**src/rtl/hamming_pkg.sv**
```systemverilog
// Shared types and width helpers for the streaming Hamming-distance accumulator.
package hamming_pkg;

  typedef enum logic [1:0] {
    IDLE  = 2'd0,
    ACCUM = 2'd1,
    DONE  = 2'd2
  } state_t;

  // ceil(log2(n)), but never below 1 so a single-beat counter still has a bit.
  function automatic int clog2_min1(input int n);
    int r;
    r = 0;
    for (int i = 0; i < 31; i++) begin
      if ((32'd1 << i) < n) r = i + 1;
    end
    return (r < 1) ? 1 : r;
  endfunction

endpackage

```
**src/rtl/hamming_popcount.sv**
```systemverilog
// Combinational popcount of x ^ y for one W-bit chunk.
module hamming_popcount #(
  parameter int W = 5
) (
  input  logic [W-1:0]               x,
  input  logic [W-1:0]               y,
  output logic [$clog2(W+1)-1:0]     cnt
);

  localparam int PW = $clog2(W + 1);

  logic [W-1:0] diff;

  assign diff = x ^ y;

  always_comb begin
    cnt = '0;
    for (int i = 0; i < W; i++) begin
      cnt = cnt + PW'(diff[i]);
    end
  end

endmodule

```
**src/rtl/hamming_stream_acc.sv**
```systemverilog
// Streams CHUNKS beats of W-bit operand pairs and reports their Hamming distance.
// Optional threshold compare (thr/match ports) is enabled by defining HAMMING_THRESH_EN.
module hamming_stream_acc
  import hamming_pkg::*;
#(
  parameter  int W      = 5,
  parameter  int CHUNKS = 32,
  localparam int OW     = $clog2(W * CHUNKS + 1)
) (
  input  logic          clk,
  input  logic          rst,
  input  logic          start,
  input  logic          in_valid,
  input  logic [W-1:0]  x,
  input  logic [W-1:0]  y,
  output logic          in_ready,
  output logic [OW-1:0] o,
  output logic          out_valid,
  input  logic          out_ready,
`ifdef HAMMING_THRESH_EN
  input  logic [OW-1:0] thr,
  output logic          match,
`endif
  output logic          busy
);

  localparam int              CW   = clog2_min1(CHUNKS);
  localparam int              PW   = $clog2(W + 1);
  localparam logic [CW-1:0]   LAST = CW'(CHUNKS - 1);

  state_t         state;
  state_t         state_nxt;
  logic [OW-1:0]  acc;
  logic [CW-1:0]  beat;
  logic [PW-1:0]  pc;
  logic           start_acc;
  logic           accept;
  logic           last_beat;

  hamming_popcount #(.W(W)) u_popcount (
    .x   (x),
    .y   (y),
    .cnt (pc)
  );

  assign start_acc = (state == IDLE) && start;
  assign accept    = in_valid && in_ready;
  assign last_beat = accept && (beat == LAST);

  always_ff @(posedge clk) begin
    if (rst) state <= IDLE;
    else     state <= state_nxt;
  end

  always_comb begin
    state_nxt = state;
    case (state)
      IDLE:    if (start)     state_nxt = ACCUM;
      ACCUM:   if (last_beat) state_nxt = DONE;
      DONE:    if (out_ready) state_nxt = IDLE;
      default:                state_nxt = IDLE;
    endcase
  end

  always_comb begin
    in_ready  = (state == ACCUM);
    out_valid = (state == DONE);
    busy      = (state != IDLE);
  end

  // Accumulator stays put outside ACCUM, so o keeps the last result in IDLE too.
  always_ff @(posedge clk) begin
    if (rst) begin
      acc  <= '0;
      beat <= '0;
    end else if (start_acc) begin
      acc  <= '0;
      beat <= '0;
    end else if (accept) begin
      acc  <= acc + OW'(pc);
      beat <= last_beat ? '0 : beat + 1'b1;
    end
  end

  assign o = acc;

`ifdef HAMMING_THRESH_EN
  logic [OW-1:0] thr_q;

  always_ff @(posedge clk) begin
    if (rst)            thr_q <= '0;
    else if (start_acc) thr_q <= thr;
  end

  assign match = out_valid && (acc <= thr_q);
`endif

endmodule

```
**config.mk**
```make
export PLATFORM = sky130hd
export DESIGN_NAME = hamming_stream_acc
export DESIGN_NICKNAME = d
export VERILOG_FILES = /design/src/rtl/hamming_pkg.sv /design/src/rtl/hamming_popcount.sv /design/src/rtl/hamming_stream_acc.sv
export SDC_FILE = /design/constraint.sdc
export NUM_CORES = 1
export LEC_CHECK = 0
export CORE_MARGIN = 3
export CORE_UTILIZATION = 45
export DETAILED_ROUTE_END_ITERATION = 10
export PLACE_DENSITY = 0.77
export SYNTH_ARGS = -nofsm -noshare
export SYNTH_HDL_FRONTEND = slang
export SYNTH_SLANG_ARGS = --single-unit
export TNS_END_PERCENT = 30
```
**constraint.sdc**
```tcl
create_clock -name clk -period 10.35 [get_ports clk]
set_input_delay 2.07 -clock clk [delete_from_list [all_inputs] [get_ports clk]]
set_output_delay 2.07 -clock clk [all_outputs]
set_load 0.03 [all_outputs]
```
Word level (Yosys, flattened, before mapping)
Index checks and enable logic that the tools add are counted.
{"block": "word_totals", "reg_bits": 15, "latch_bits": 0, "mem_bits_rw": 0, "romBits": 0, "input_bits": 15, "out_inout_bits": 11, "wordCells": 28, "mem_count": 0}
{"block": "op_classes", "add_sub_neg": 6, "mul": 0, "div": 0, "n_lt_le_gt_ge": 0, "eq_ne": 6, "shift": 0, "mux": 5, "n_bitwise": 1, "reduce_logical": 7}
{"op": "$add A3 B1 Y3", "count": 3}
{"op": "$add A8 B3 Y8", "count": 1}
{"op": "$mux W2", "count": 3}
{"op": "$pmux W2 S3", "count": 1}
{"op": "$add A5 B1 Y5 const B", "count": 1}
{"op": "$eq A5 B5 Y1 const B", "count": 1}
{"op": "$mux W5", "count": 1}
{"op": "$xor A5 B5 Y5", "count": 1}
{"op": "$ne A2 B1 Y1 const B", "count": 2}
{"op": "$logic_and A1 B1 Y1", "count": 3}
{"op": "$reduce_and A3 Y1", "count": 1}
{"op": "$add A1 B1 Y2", "count": 1}
{"op": "$eq A2 B1 Y1 const B", "count": 1}
{"op": "$eq A2 B2 Y1 const B", "count": 1}
{"op": "$logic_not A2 Y1", "count": 1}
{"op": "$ne A2 B2 Y1 const B", "count": 1}
{"op": "$reduce_bool A2 Y1", "count": 1}
{"op": "$reduce_or A2 Y1", "count": 1}

Longest topological paths before layout
Gate-level depths: netlist of the first run.
{"block": "depth", "word_depth": 6, "mapped_depth": 10}

Cells and area by module
Synthesis of the first run repeated with hierarchy kept, for this count alone.
{"block": "hier_totals", "hier_cells": 99, "area_unflattened_um2": 869.6}
{"mod": "hamming_stream_acc", "n_inst": 1, "cells_per_inst": 91, "area_each_um2": 773.2, "seq_area_each_um2": 300.3}
{"mod": "hamming_popcount", "n_inst": 1, "cells_per_inst": 8, "area_each_um2": 96.3, "seq_area_each_um2": 0.0}

Worst setup path before layout of the first run
No wires, ideal clock.
{"block": "synth_path", "path_type": "input -> register", "startpoint": "in y[0]", "endpoint": "reg acc[4] (netlist: o[4])", "setup_time_ns": 0.128, "arrival_ns": 4.569, "setup_slack_ns": 5.653, "cell_stages": 10, "cell_sequence": "xor2_1 > ha_1 > fa_1 > ha_1 > fa_1 > fa_1 > a21oi_1 > nor3b_1 > xnor2_1 > nor2_1"}
{"block": "synth_via", "elab_chain_len": 6}
{"element": "start: declaration", "line": "hamming_stream_acc.sv:15", "text": "input logic [W-1:0] y,"}
{"element": "$xor A5 B5 Y5", "line": "hamming_popcount.sv:14", "text": "assign diff = x ^ y;"}
{"element": "$add A1 B1 Y2", "line": "hamming_popcount.sv:19", "text": "cnt = cnt + PW'(diff[i]);"}
{"element": "$add A3 B1 Y3 (3 in series)", "line": "hamming_popcount.sv:19"}
{"element": "$add A8 B3 Y8", "line": "hamming_stream_acc.sv:80", "text": "acc <= acc + OW'(pc);"}
{"element": "end signal: assignment", "line": "hamming_stream_acc.sv:80"}
{"element": "end: declaration", "line": "hamming_stream_acc.sv:33", "text": "logic [OW-1:0] acc;"}
Every way passes these cells.
A chain may end at the register's enable or synchronous reset.

Final worst setup path of the first run
{"block": "layout_path", "startpoint": "in y[0]", "endpoint": "reg acc[7] (netlist: o[7])"}
Same word-level chain as after synthesis.

==> metrics.md, run 1 <==
| Metric | Value |
|---|---|
| DRT antenna net count | 0 |
| Avg Inst Size Synth | around 9.4 um2 |
| Synth Warn # | 0 |
| Vias in the first global route | ~780 |
| Synthesis-to-finish area growth | 34.24% |
| Unrepaired setup endpoints after global routing | false |
| CTS max path bufs | 2 |
| Setup crit start kind | primary input |
| Hold Vio Cnt, Final | 0 |
| Layout cells sized above 1 | 5.000% |
| WHS Endpoint | beat[3] |
| Root Buffer Master | clkbuf_4 |
| Crit-path max FO | 3 |
| Iteration-0 DRC Markers | 15 |
| Final core utilization | 65.75% |
| Final Max Tran Viols | 0 |
| Max IR drop VDD | 67.54 uV |
| Lkg Pwr | 0.4905 nW |
| Post-Synthesis Cells | 93 |
| Top-level I/O count | 26 |
| R2R cell count | 5 |
| Top cells by area, synth | dfxtp_1, ha_1, nor2_1, fa_1, a21oi_1 |
| Area of the mapped netlist | 873.3 um2 |
| PortBufs | 25 |
| Vias per cell | 5.041 |
| R2r setup slk | 8600 ps |
| Post-CTS Setup Bufs | 0 |
| Area share of the largest cell type after synthesis | 34.38% |
| Htree depth | 1 |
| DRC viols | 0 |
| Post-synth EDFFs | 0 |
| Setup TNS | 0 ps |
| CTS clk-pin slew, worst paths | roughly 90 ps |
| Final Wtd Congestion | 0.7467 |
| Core region area | 0.001783 mm2 |
| Design Area, Final | 0.001172 mm2 |
| Max_cap viols | 0 |
| # hold bufs at CTS | 0 |
| Die area | 0.002506 mm2 |
| Clock Sinks | 15 |
| Commonest non-fill, non-tap cell in the layout | clkdlybuf4s50_1 |
| Initial cell density of the core | around 50% |
| Initial antenna violation count | 0 |
| Total power | 0.1325 mW |
| Seq/Total Area, Yosys | 34.38% |
| Measured slew at the worst slew-check pin | 442.9 ps |
| Worst setup startpoint | y[0] |
| Finish-stage setup viols | 0 |
| Placement Cell Area | 0.001146 mm2 |
| Nets@finish | 146 |
| Chip Height | 50.06 um |
| WL/cell | roughly 12 um |
| Final Cycle Share | 48.66% |
| Status | finished, final reports clean |
| Crit end category | register |
| RR Startpoint | beat[0] |
| Pin count of the biggest net entering global routing | 18 |
| Rel. slew slack | a little over two thirds |
| Fin crit period | about 5000 ps |
| First-pass GRT wire length | roughly 3100 um |
| Number of distinct library cells after synthesis | 29 |
| HP Class | reg -> reg |
| Post-Syn Nets | 118 |
| Overall routing resource usage | 16.42% |
| Peak Freq | 198.5 MHz |
| Crit path kind | in -> reg |
| Hpwl dp | 1424 um |
| Routed wire length | 1758 um |
| Post-CTS Resized | 0 |
| Via count | 731 |
| Commonest non-fill, non-tap cells in the layout | clkdlybuf4s50_1, nor2_1, dfxtp_1 |
| Drt pass-1 iters | 4 |
| Yosys reg bits | 15 |
| Placement Rows | 15 |
| Width of the die | 50.06 um |
| Req. time, crit path | 10540 ps |
| Hold Path Cell Cnt | 2 |
| Pwr dens | 113.0 mW/mm2 |
| Synth area leader | dfxtp_1 |
| Antenna diode count | 0 |
| Min-delay src | beat[3] |
| CTS tree | built |
| Worst r2r dst | beat[3] |
| Clk_lat worst skew | 290 ps |
| Most used DFF post-synth | dfxtp_1 |
| Gr ovfl total | 0 |
| Fraction of registers with async set/reset | 0% |
| CTS Buf Count | 3 |
| Worst path arrival time | 5220 ps |
| Worst clock skew | 3.672 ps |
-- cell type report --
cell class / count / area [um2]
Fill cell: 154 / 610.6
Timing Repair Buffer: 25 / 250.2
Inverter: 4 / 15.01
Sequential cell: 15 / 300.3
Clock buffer: 4 / 26.28
Tap cell: 25 / 31.28
Multi-Input combinational cell: 72 / 549.3
-- state kept, by name, summed over array words and instances (netlist names) --
name   flops
beat       5
state      2
o          8
-- worst max-delay path by stage --
stage | slack (ps) | to | depth (start not counted)
final | 5310 | o[7] | 11
after global routing | 5230 | o[7] | 11
after CTS | 5300 | o[7] | 11
after detailed placement | 4990 | o[7] | 11
after global placement | 5100 | o[4] | 11
after floorplan | 5650 | o[4] | 10
-- synth_stat cells (2+ instances only) --
library cell   n
a211oi_1       2
a21oi_1        9
dfxtp_1       15
fa_1           3
ha_1           7
inv_1          4
mux2i_1        3
nand3_1        3
nor2_1        17
nor3b_1        2
o21ai_0        2
xnor2_1        5
xor2_1         5
-- worst max-delay path, cell delays in order --
cell and delay (ps):
clkdlybuf4s50_1 420, xor2_1 170, ha_1 310, fa_1 480, ha_1 220, fa_1 490, ha_1 320, nand3_1 110
a21oi_1 290, a211oi_1 120, a31o_2 230
-- routing by layer --
| metal | wire length [um] | vias up | global-route usage (%) | part of all wire (%) |
|---|---|---|---|---|
| met5 | 0 | - | 0 | 0 |
| met4 | 38 | 0 | 8.295 | 2.2 |
| met3 | 105 | 5 | 3.625 | 6.0 |
| met2 | 890 | 25 | 32.39 | 51 |
| met1 | 725 | 324 | 15.19 | 41 |
| li1 | - | 377 | - | - |
-- stage by stage --
stage	worst slack, ps	instances	hold slack, ps
after floorplan	5653	93	453.2
after global placement	5101	141	471.7
after global routing	5226	145	536.3
after detailed placement	4995	141	491.0
after CTS	5303	145	504.6
final	5313	145	507.5
-- report_power, final --
group	switching, mW	internal, mW	total (mW)	leakage, nW
logic	0.0189	0.0190	0.0379	0.354
clock network	0.0192	0.0150	0.0343	0.0150
registers	0.00148	0.0589	0.0604	0.121
-- cells by family (layout without fill, tap and decap cells) --
| family | after synthesis | in the layout | share of synthesized area [%] |
|---|---|---|---|
| compound gates | 17 | 17 | 11.75 |
| flops | 15 | 15 | 34.38 |
| xor+xnor | 10 | 10 | 10.03 |
| fa+ha+maj | 10 | 10 | 16.91 |
| buf+inv | 6 | 33 | 2.721 |
| simple gates | 32 | 32 | 20.77 |
| mux | 3 | 3 | 3.439 |
Note: power is estimated with default switching activity, not from simulation.
==> inputs of run 2 (changes only) <==
clock period = 5.15 ns   (was 10.35 ns; I/O delays follow)
==> results of run 2 <==
The final DEF is identical to that of run 1. Status: finished, final reports clean.
Main changes from that run: final weighted congestion in routability-driven placement 0.7467 -> 0.7465; setup slack after placement 4995 ps -> 834.6 ps; setup slack after layout 5313 ps -> 1153 ps; register-to-register setup slack 8600 ps -> 3400 ps; total power 0.1325 mW -> 0.2664 mW; worst IR drop on VDD 67.54 uV -> 135.7 uV
==> inputs of run 3 (changes only) <==
clock period = 4 ns   (was 5.15 ns; I/O delays follow)
==> results of run 3 <==
The final DEF is identical to that of run 1. Status: finished, final reports clean.
Main changes from that run: final weighted congestion in routability-driven placement 0.7467 -> 0.7468; setup slack after placement 4995 ps -> -85.37 ps; setup slack after layout 5313 ps -> 233.5 ps; register-to-register setup slack 8600 ps -> 2250 ps; total power 0.1325 mW -> 0.3429 mW; worst IR drop on VDD 67.54 uV -> 174.8 uV
